File: config.mk
export PLATFORM = sky130hd
export DESIGN_NAME = dlfloat16_vec_acc
export DESIGN_NICKNAME = d
export VERILOG_FILES = /design/src/rtl/dlfloat16_vec_acc.sv
export SDC_FILE = /design/constraint.sdc
export NUM_CORES = 1
export LEC_CHECK = 0
export BUFFER_PORTS_ARGS = -buffer_cell sky130_fd_sc_hd__buf_4
export CORE_UTILIZATION = 43
export DETAILED_ROUTE_END_ITERATION = 6
export GPL_ROUTABILITY_DRIVEN = 0
export PLACE_DENSITY = 0.76
export REMOVE_ABC_BUFFERS = 1
export SLEW_MARGIN = 30
export SYNTH_ARGS = -nofsm -noshare
export SYNTH_HDL_FRONTEND = slang
export SYNTH_SLANG_ARGS = --single-unit
export TNS_END_PERCENT = 1
File: constraint.sdc
create_clock -name clk -period 1.9 [get_ports clk]
set_input_delay 0.57 -clock clk [delete_from_list [all_inputs] [get_ports clk]]
set_output_delay 0.57 -clock clk [all_outputs]
set_load 0.05 [all_outputs]
File: src/rtl/dlfloat16_vec_acc.sv
// Sums a DLFloat16 vector via an external dlfloat16_add; 1 elem/cycle, result 1 cycle (single) / 2 cycles (multi) after last.
// Backpressure: in_ready drops in FLUSH and HOLD; HOLD keeps the result until out_ready.
module dlfloat16_vec_acc #(
  parameter int CNT_W = 8
) (
  input  logic             clk,
  input  logic             rst,
  input  logic             flush,
  input  logic             in_valid,
  output logic             in_ready,
  input  logic [15:0]      in_data,
  input  logic             in_last,
  output logic [15:0]      add_a,
  output logic [15:0]      add_b,
  input  logic [15:0]      add_sum,
  output logic             out_valid,
  input  logic             out_ready,
  output logic [15:0]      out_data,
  output logic [CNT_W-1:0] out_count
);

  typedef enum logic [1:0] {EMPTY, ACC, FLUSH, HOLD} state_t;

  state_t           state;
  logic [15:0]      acc_q;
  logic [15:0]      opnd_q;
  logic             opnd_vld;
  logic [CNT_W-1:0] cnt_q;
  logic             in_hs;
  logic             out_hs;

  assign in_ready  = (state == EMPTY) || (state == ACC);
  assign out_valid = (state == HOLD);
  assign in_hs     = in_valid && in_ready && !flush;
  assign out_hs    = out_valid && out_ready && !flush;

  assign add_a     = acc_q;
  assign add_b     = opnd_q;
  assign out_data  = acc_q;
  assign out_count = cnt_q;

  always_ff @(posedge clk or posedge rst) begin
    if (rst) begin
      state    <= EMPTY;
      acc_q    <= '0;
      opnd_q   <= '0;
      opnd_vld <= 1'b0;
      cnt_q    <= '0;
    end else if (flush) begin
      state    <= EMPTY;
      cnt_q    <= '0;
      opnd_vld <= 1'b0;
    end else begin
      case (state)
        EMPTY: begin
          // The adder mishandles zero-exponent operands, so the first element seeds acc_q directly.
          if (in_hs) begin
            acc_q <= in_data;
            cnt_q <= CNT_W'(1);
            state <= in_last ? HOLD : ACC;
          end
        end
        ACC: begin
          if (opnd_vld) begin
            acc_q    <= add_sum;
            opnd_vld <= 1'b0;
          end
          if (in_hs) begin
            opnd_q   <= in_data;
            opnd_vld <= 1'b1;
            cnt_q    <= (cnt_q == {CNT_W{1'b1}}) ? cnt_q : cnt_q + CNT_W'(1);
            if (in_last) state <= FLUSH;
          end
        end
        FLUSH: begin
          acc_q    <= add_sum;
          opnd_vld <= 1'b0;
          state    <= HOLD;
        end
        HOLD: begin
          if (out_hs) begin
            state    <= EMPTY;
            cnt_q    <= '0;
            opnd_vld <= 1'b0;
          end
        end
        default: state <= EMPTY;
      endcase
    end
  end

endmodule

==> results.tsv, run 1 <==
stage	metric	value	unit
status	status	finished, violations left	
status	failing checks	negative setup slack	
detailed_routing	DR vias	1854	
clock_tree	CTS tree	done	
sta	Fmax	524	MHz
clock_tree	Clock transition at path regs	80	ps
yosys	sequential share of the synthesized area	0.480	
worst_setup_path	Top Family by Delay on Critical Path	flip-flops	
yosys	mapped cell area	0.00224	sq mm
global_route	largest net degree at the start of global routing	44	
sta	unrepaired setup endpoints after global routing	true	
worst_setup_path	WP data required	1330	ps
clock_tree	# clock sinks	43	
global_route	antenna violations before repair	0	
yosys	most common cell in the netlist	dfrtp_1	
worst_setup_path	WP data arrival	1340	ps
yosys	Synth top area share	0.480	
final_layout	layout cell share with drive strength beyond 1	0.508	
floorplan	Core ar.	0.00488	sq mm
detailed_routing	residual antenna-violating net count after detailed routing	0	
clock_tree	Worst-Skew Late Latency	290	ps
yosys	Async SR Flop Fraction	1.00	
sta	Final Hold Viols	0	
placed_design	Post-DP HPWL	3760	um
final_layout	Final Net Count	337	
worst_setup_path	startpoint types	flop	
worst_setup_path	crit-path max cell delay	420	ps
run	max-cap violations	0	
yosys	top cells by area, synth	dfrtp_1 48%, mux2_2 8.0%, mux2i_1 7.6%	
sta	Slew Limit Headroom	0.695	
yosys	unique cell type count in the Yosys netlist	37	
worst_setup_path	Worst Path Buf+Inv	1	
yosys	Synth Flop Type	dfrtp_1	
sta	Fin Hold WS	304	ps
global_route	vias in the first global route	1859	
floorplan	Die Width	74.2	um
global_route	Most Crowded Layer GR	met2	
detailed_routing	number of detailed-route iterations in the first pass	4	
floorplan	Die Ht	74.2	um
sta	Setup Skew	8.52	ps
final_layout	Fillers	431	
worst_setup_path	critical path class	flop to output port	
floorplan	I/O pins	96	
detailed_routing	Vias/cell	5.12	
floorplan	Die ar.	0.00551	sq mm
sta	endpoints failing setup	1	
clock_tree	maximum root-to-sink buffer count	2	
sta	setup ws final	-7.14	ps
yosys	yosys warns	0	
detailed_routing	Iter 0 DRT Violations	75	
clock_tree	root buf cell	clkbuf_8	
hold_path	Worst Hold Class	primary input to asynchronous set/reset pin	
worst_setup_path	worst-path maximum fanout	3	
global_route	Total GRT Usage	0.205	
detailed_routing	Remaining DRCs	0	
sta	Min Clock Period, post-route	1910	ps
clock_tree	hold buffer count at CTS	0	
global_route	M1 GR Usage	0.252	
detailed_routing	Routed WL	5140	um
yosys	Syn Inst Count	204	
worst_setup_path	Worst setup EP type	output port	
clock_tree	H-tree depth	2	
final_layout	Antenna Cells	0	
sta	Slew Viols, Final	0	
final_layout	area grow syn2layout	39.2	%
clock_tree	cts bufs inserted	5	
floorplan	starting density of the core	0.460	
yosys	number of flops mapped to enable cells by yosys	0	
yosys	Yosys top cell by area	dfrtp_1	
sta	worst-margin pin slew	453	ps
floorplan	Rows	25	
global_route	global route overflow	0	
global_route	met2 Resource Use GR	0.346	
global_route	met3 Use GR	0.0772	
yosys	flops & latches, synth	43	
worst_setup_path	Max stage delay cell, worst path	dfrtp_1	
worst_setup_path	cell breakdown of the critical path	ha_2, or2_4, buf_8	
placed_design	pre-CTS setup slack	8.05	ps
yosys	Syn Area/Cell	11.0	sq um
detailed_routing	DR WL/cell	14.2	um
global_route	first-pass GRT wire length	8580	um
yosys	Synth top cells by count	43 x dfrtp_1, 22 x nand2_1, 17 x buf_4, 17 x mux2i_1, 16 x mux2_2	
sta	fin crit share	1.00	
placed_design	number of I/O port buffers	95	
-- cells by family after synthesis --
logic type / count (synthesis) / share of synthesized area
AO/OA/AOI/OAI: 46 / 0.143
multiplexers: 33 / 0.156
flip-flops: 43 / 0.480
buffers and inverters: 30 / 0.0915
adder cells (fa/ha/maj): 5 / 0.0279
AND/OR/NAND/NOR: 47 / 0.102
-- cells in the final DEF (no fill, tap or decap), types with 3 or more instances in the layout --
cell	count
mux2_2	16
buf_12	4
nand2_1	22
nor2_1	5
a211oi_1	3
o21ai_1	7
o21ai_2	10
buf_4	103
o21ai_0	5
dfrtp_1	43
a22o_1	3
clkbuf_8	5
mux2i_1	17
a21oi_1	9
nand2b_1	3
-- registers in the layout, summed over array words and instances, names as in the netlist --
name and cells:
add_a 16, add_b 16, opnd_vld 1, out_count 8
state 2
-- through the flow --
step,util,cells,area [sq um],setup TNS (ps)
finish,0.640,362,3120,-7.14
global route,0.640,362,3120,-89.5
CTS,0.637,361,3110,-5.51
detailed placement,0.608,349,2970,0
global placement,0.608,349,2970,0
floorplan,-,178,2050,-7380
-- per-layer routing --
| layer | up-vias | wire, um | share of wire |
|---|---|---|---|
| li1 | 892 | - | - |
| met1 | 880 | 2080 | 0.40 |
| met2 | 78 | 2550 | 0.50 |
| met5 | - | 0 | 0 |
| met4 | 0 | 25 | 0.0049 |
| met3 | 4 | 477 | 0.093 |
-- what timing repair did --
| action | CTS | global route |
|---|---|---|
| endpoints found under the setup margin | 1 | 5 |
| setup buffers | 4 | 1 |
| gates resized for setup | 8 | 2 |
| pin swaps | 1 | 0 |
-- area by class of cell --
type                    instances  area (sq um)  share of cell area
repair buffers                109           880               0.282
flip-flops and latches         43          1080               0.345
inverters                       4          15.0             0.00481
multi-input cells             131           982               0.315
well taps                      67          83.8              0.0269
clock inverters                 2          12.5             0.00401
clock buffers                   6          72.6              0.0232
-- worst min-delay path: stages --
cell	delay, ps
buf_4	110
clkinv_1	60
buf_12	230
-- path summary, 6_finish.rpt --
path	start	end	slack, ps	depth (start not counted)
max reg2reg	state[0]	out_count[2]	40	6
min	rst	out_count[4]	300	3
min reg2reg	add_a[3]	add_a[3]	510	2
min in group clk	add_a[3]	add_a[3]	510	2
max in group asynchronous	rst	add_a[12]	1390	3
max	state[0]	in_ready	-7	3
Power of run 1 is not shown: default switching activity piles up to over one toggle a cycle in this logic, so the estimate is an artifact.
==> run 2: changes to the inputs <==
Settings changed: MAX_ROUTING_LAYER set to met4.
==> run 2 against run 1 <==
Against the previous run:
- cell count unchanged
- the flow still finishes with violations (negative setup slack)
- worst setup slack better by 3.7 ps
- clock skew is essentially flat
- highest routed layer unchanged
- largest cell class unchanged
==> results.tsv, run 2 (synthesized netlist as in run 1, its figures left out) <==
stage	metric	value	unit	change
global_route	global route overflow	0		unchanged
clock_tree	H-tree depth	2		unchanged
worst_setup_path	Top Family by Delay on Critical Path	flip-flops		
floorplan	Rows	25		unchanged
global_route	largest net degree at the start of global routing	44		unchanged
global_route	vias in the first global route	1853		-0.32%
global_route	antenna violations before repair	0		unchanged
run	max-cap violations	0		unchanged
floorplan	Core ar.	0.00488	sq mm	unchanged
sta	fin crit share	1.00		-0.00193
sta	Setup Skew	8.12	ps	-0.396 ps
sta	worst-margin pin slew	452	ps	-0.537 ps
clock_tree	Worst-Skew Late Latency	290	ps	about the same
clock_tree	root buf cell	clkbuf_8		
sta	Final Hold Viols	0		unchanged
detailed_routing	residual antenna-violating net count after detailed routing	0		unchanged
sta	unrepaired setup endpoints after global routing	true		
detailed_routing	DR WL/cell	14.2	um	-0.23%
final_layout	area grow syn2layout	39.2	%	unchanged
sta	endpoints failing setup	1		unchanged
worst_setup_path	WP data arrival	1330	ps	about the same
status	failing checks	negative setup slack		
final_layout	Antenna Cells	0		unchanged
worst_setup_path	FF-to-FF End	out_count[2]		
final_layout	fin area	0.00312	sq mm	unchanged
clock_tree	# clock sinks	43		unchanged
clock_tree	cts bufs inserted	5		unchanged
worst_setup_path	startpoint types	flop		
final_layout	commonest non-fill, non-tap cells in the layout	103 x buf_4, 43 x dfrtp_1, 22 x nand2_1, 17 x mux2i_1, 16 x mux2_2		
placed_design	number of I/O port buffers	95		unchanged
sta	Min Clock Period, post-route	1900	ps	-3.67 ps
final_layout	Final Net Count	337		unchanged
status	status	finished, violations left		
clock_tree	CTS tree	done		
detailed_routing	Remaining DRCs	0		unchanged
clock_tree	Clock transition at path regs	80	ps	about the same
placed_design	Placed Area	0.00297	sq mm	unchanged
worst_setup_path	cell breakdown of the critical path	ha_2, or2_4, buf_8		
detailed_routing	Iter 0 DRT Violations	79		+5.3%
worst_setup_path	Max stage delay cell, worst path	dfrtp_1		
floorplan	I/O pins	96		unchanged
sta	Fmax	525	MHz	+0.19%
detailed_routing	DR vias	1854		unchanged
sta	Slew Viols, Final	0		unchanged
worst_setup_path	worst reg2reg setup slack	40	ps	about the same
global_route	first-pass GRT wire length	8580	um	unchanged
floorplan	Die Width	74.2	um	unchanged
detailed_routing	Routed WL	5120	um	-0.23%
worst_setup_path	WP data required	1330	ps	about the same
worst_setup_path	critical path class	flop to output port		
sta	setup ws final	-3.47	ps	+3.67 ps
global_route	Total GRT Usage	0.213		+0.00750
worst_setup_path	worst-path maximum fanout	3		unchanged
final_layout	layout cell share with drive strength beyond 1	0.508		unchanged
detailed_routing	Vias/cell	5.12		unchanged
worst_setup_path	Worst R2R Start	state[0]		
worst_setup_path	Worst setup EP type	output port		
sta	Slew Limit Headroom	0.695		about the same
placed_design	Post-DP HPWL	3760	um	unchanged
clock_tree	maximum root-to-sink buffer count	2		unchanged
worst_setup_path	crit-path max cell delay	420	ps	about the same
final_layout	most common cell after layout, fill and taps aside	buf_4		
floorplan	starting density of the core	0.460		unchanged
floorplan	Die ar.	0.00551	sq mm	unchanged
hold_path	Worst Hold Class	primary input to asynchronous set/reset pin		
worst_setup_path	Worst Path Buf+Inv	1		unchanged
floorplan	Die Ht	74.2	um	unchanged
worst_setup_path	FF-to-FF path depth	6		unchanged
detailed_routing	number of detailed-route iterations in the first pass	4		unchanged
placed_design	pre-CTS setup slack	8.05	ps	unchanged
run 2: cell counts in the layout (fill, tap and decap cells not counted):
Identical to the previous run, type by type.
run 2: worst max path at each step:
stage          depth (start not counted)  slack [ps]           end      from
6_report                               3          -3      in_ready  state[0]
5_1_grt                                4         -60      in_ready  state[0]
4_1_cts                                3          -6      in_ready  state[0]
3_5_place_dp                           7           8  out_count[5]  state[0]
3_3_place_gp                           5         100  out_count[2]     flush
2_1_floorplan                          4        -360      add_a[0]  state[0]
run 2: worst register-to-register path, stage by stage, from the launching register on:
cell	delay, ps
dfrtp_1	420
buf_4	150
ha_2	230
nor4_1	310
a211oi_2	100
and3_1	200
a311o_1	350
run 2: layout make-up:
cell class / instances / area, sq um
clock inverters: 2 / 12.5
well taps: 67 / 83.8
repair buffers: 109 / 880
flip-flops and latches: 43 / 1080
multi-input cells: 131 / 982
fillers: 431 / 1760
inverters: 4 / 15.0
clock buffers: 6 / 72.6
run 2: metrics by stage:
| stage | std cells | util | hold slack (ps) | TNS, ps |
|---|---|---|---|---|
| after floorplan | 178 | - | 496 | -7380 |
| after global placement | 349 | 0.608 | 489 | 0 |
| after detailed placement | 349 | 0.608 | 493 | 0 |
| after CTS | 361 | 0.637 | 309 | -5.51 |
| after global routing | 362 | 0.640 | 337 | -92.2 |
| final | 362 | 0.640 | 306 | -3.47 |
run 2: what timing repair did:
item                                    in CTS  in global routing
resized for setup                            8                  2
hold buffers                                 0                  0
hold endpoints to repair                     0                  0
pin swaps                                    1                  0
buffers inserted                             4                  1
endpoints found under the setup margin       1                  5
run 2: layer usage:
layer,GRT usage,part of all wire,vias to the layer above
li1,-,-,891
met1,0.264,0.42,889
met5,-,0,-
met2,0.346,0.50,72
met4,0.0440,0.0033,0
met3,0.0623,0.072,2
Power of run 2 is left out for the same reason.
==> run 3: changes to the inputs <==
Settings changed: CORE_MARGIN set to 2.
==> run 3 against run 2 <==
Against the previous run:
- the flow still finishes with violations (negative setup slack)
- worst setup slack lost 120 ps
- fmax is 6.0% lower
- sequential share of layout area fell by 0.68 points
- hold slack worse by 3.7 ps
- critical path depth grew 2
- highest routed layer unchanged
- cell count up 2.2%
- global-route usage shrank 2.0 points
- wire length is 2.0% higher
- critical path type unchanged
- first-iteration DRC count is 22% lower
- critical endpoint unchanged
- die area up 5.5%
==> results.tsv, run 3 (synthesized netlist as in run 1, its figures left out) <==
stage	metric	value	unit	change
final_layout	Non-Filler Instances	370		+2.2%
floorplan	starting density of the core	0.442		-0.0177
final_layout	Fillers	423		-1.9%
status	failing checks	negative setup slack		
final_layout	layout cell share with drive strength beyond 1	0.527		+0.0182
sta	Min Clock Period, post-route	2020	ps	+121 ps
sta	setup TNS	-283	ps	-280 ps
placed_design	number of I/O port buffers	95		unchanged
global_route	largest net degree at the start of global routing	44		unchanged
detailed_routing	residual antenna-violating net count after detailed routing	0		unchanged
sta	Final Hold Viols	0		unchanged
final_layout	commonest non-fill, non-tap cells in the layout	109 x buf_4, 43 x dfrtp_1, 22 x nand2_1, 17 x mux2i_1, 16 x mux2_2		
sta	worst-margin pin slew	320	ps	-132 ps
final_layout	area grow syn2layout	41.9	%	
final_layout	most common cell after layout, fill and taps aside	buf_4		
clock_tree	# clock sinks	43		unchanged
worst_setup_path	WP data required	1330	ps	about the same
status	status	finished, violations left		
floorplan	Rows	26		+4.0%
worst_setup_path	crit-path max cell delay	440	ps	+20 ps
floorplan	Die Ht	76.2	um	+2.7%
final_layout	multi-input logic area	0.00101	sq mm	+3.1%
floorplan	Die ar.	0.00581	sq mm	+5.5%
worst_setup_path	WP data arrival	1450	ps	+120 ps
detailed_routing	DR vias	1876		+1.2%
run	max-cap violations	0		unchanged
clock_tree	Clock transition at path regs	90	ps	about the same
detailed_routing	Vias/cell	5.07		-1.0%
clock_tree	cts bufs inserted	5		unchanged
hold_path	Worst Hold Class	primary input to asynchronous set/reset pin		
worst_setup_path	Top Family by Delay on Critical Path	flip-flops		
placed_design	Post-DP HPWL	3880	um	+3.0%
worst_setup_path	cell breakdown of the critical path	inv_2, ha_4, or2_4, buf_6, buf_8		
clock_tree	root buf cell	clkbuf_8		
sta	Setup Skew	8.73	ps	+0.607 ps
sta	endpoints failing setup	5		+4
worst_setup_path	Worst Path Buf+Inv	3		+2
global_route	antenna violations before repair	0		unchanged
floorplan	Core ar.	0.00507	sq mm	+4.0%
global_route	Total GRT Usage	0.193		-0.0197
sta	Slew Limit Headroom	0.786		+0.0911
final_layout	Antenna Cells	0		unchanged
detailed_routing	Iter 0 DRT Violations	62		-22%
clock_tree	H-tree depth	2		unchanged
clock_tree	CTS tree	done		
sta	fin crit share	1.07		+0.0638
worst_setup_path	startpoint types	flop		
worst_setup_path	worst-path maximum fanout	3		unchanged
placed_design	placed cell count	357		+2.3%
sta	Fmax	494	MHz	-6.0%
detailed_routing	Routed WL	5230	um	+2.0%
detailed_routing	DR WL/cell	14.1	um	-0.18%
final_layout	fin util	0.627		-0.0123
floorplan	I/O pins	96		unchanged
clock_tree	Worst-Skew Late Latency	300	ps	about the same
final_layout	FF+latch area	0.00108	sq mm	unchanged
clock_tree	maximum root-to-sink buffer count	2		unchanged
worst_setup_path	Worst setup EP type	output port		
worst_setup_path	Max stage delay cell, worst path	dfrtp_1		
worst_setup_path	critical path class	flop to output port		
sta	setup ws final	-125	ps	-121 ps
global_route	vias in the first global route	1872		+1.0%
sta	Slew Viols, Final	0		unchanged
sta	unrepaired setup endpoints after global routing	true		
detailed_routing	Remaining DRCs	0		unchanged
global_route	global route overflow	0		unchanged
detailed_routing	number of detailed-route iterations in the first pass	4		unchanged
final_layout	Final Net Count	342		+1.5%
global_route	first-pass GRT wire length	8750	um	+1.9%
floorplan	Die Width	76.2	um	+2.7%
==> run 3: metrics by stage <==
| step | setup WS [ps] | hold slack, ps | instance area [sq um] |
|---|---|---|---|
| floorplan | -363 | 496 | 2050 |
| global placement | 56.1 | 488 | 3000 |
| detailed placement | -17.3 | 491 | 3000 |
| CTS | -116 | 304 | 3160 |
| global route | -176 | 317 | 3180 |
| finish | -125 | 303 | 3180 |
==> run 3: per-layer routing <==
metal	vias up	wire length, um	global-route usage
met2	65	2560	0.312
met4	0	72	0.0600
met3	6	365	0.0569
li1	900	-	-
met5	-	0	-
met1	905	2230	0.234
==> run 3: final cells by class <==
type | instances | area share
clock inverter | 3 | 0.00629
timing repair buffer | 114 | 0.284
multi-input combinational | 131 | 0.318
clock buffer | 5 | 0.0216
inverter | 4 | 0.00472
tap | 70 | 0.0275
sequential | 43 | 0.338
==> run 3: timing repair <==
action / CTS / global route
hold buffers: 0 / 0
buffers inserted: 4 / 1
pin swaps: 2 / 0
endpoints found under the setup margin: 5 / 23
gates resized for setup: 12 / 3
==> run 3: tightest hold or removal path: cells and delay by family <==
family | cells | cell delay, ps
buffers and inverters | 3 | 410
==> run 3: final timing paths <==
check / from / end / slack (ps) / depth (start not counted)
setup / recovery: state[0] / in_ready / -120 / 5
hold / removal: rst / add_a[14] / 300 / 3
setup reg to reg: state[0] / out_count[5] / -70 / 8
hold reg to reg: add_a[0] / add_a[0] / 510 / 2
max in group asynchronous: rst / add_a[11] / 1390 / 3
min in group clk: in_data[8] / add_b[8] / 500 / 2
Power of run 3 is left out for the same reason.
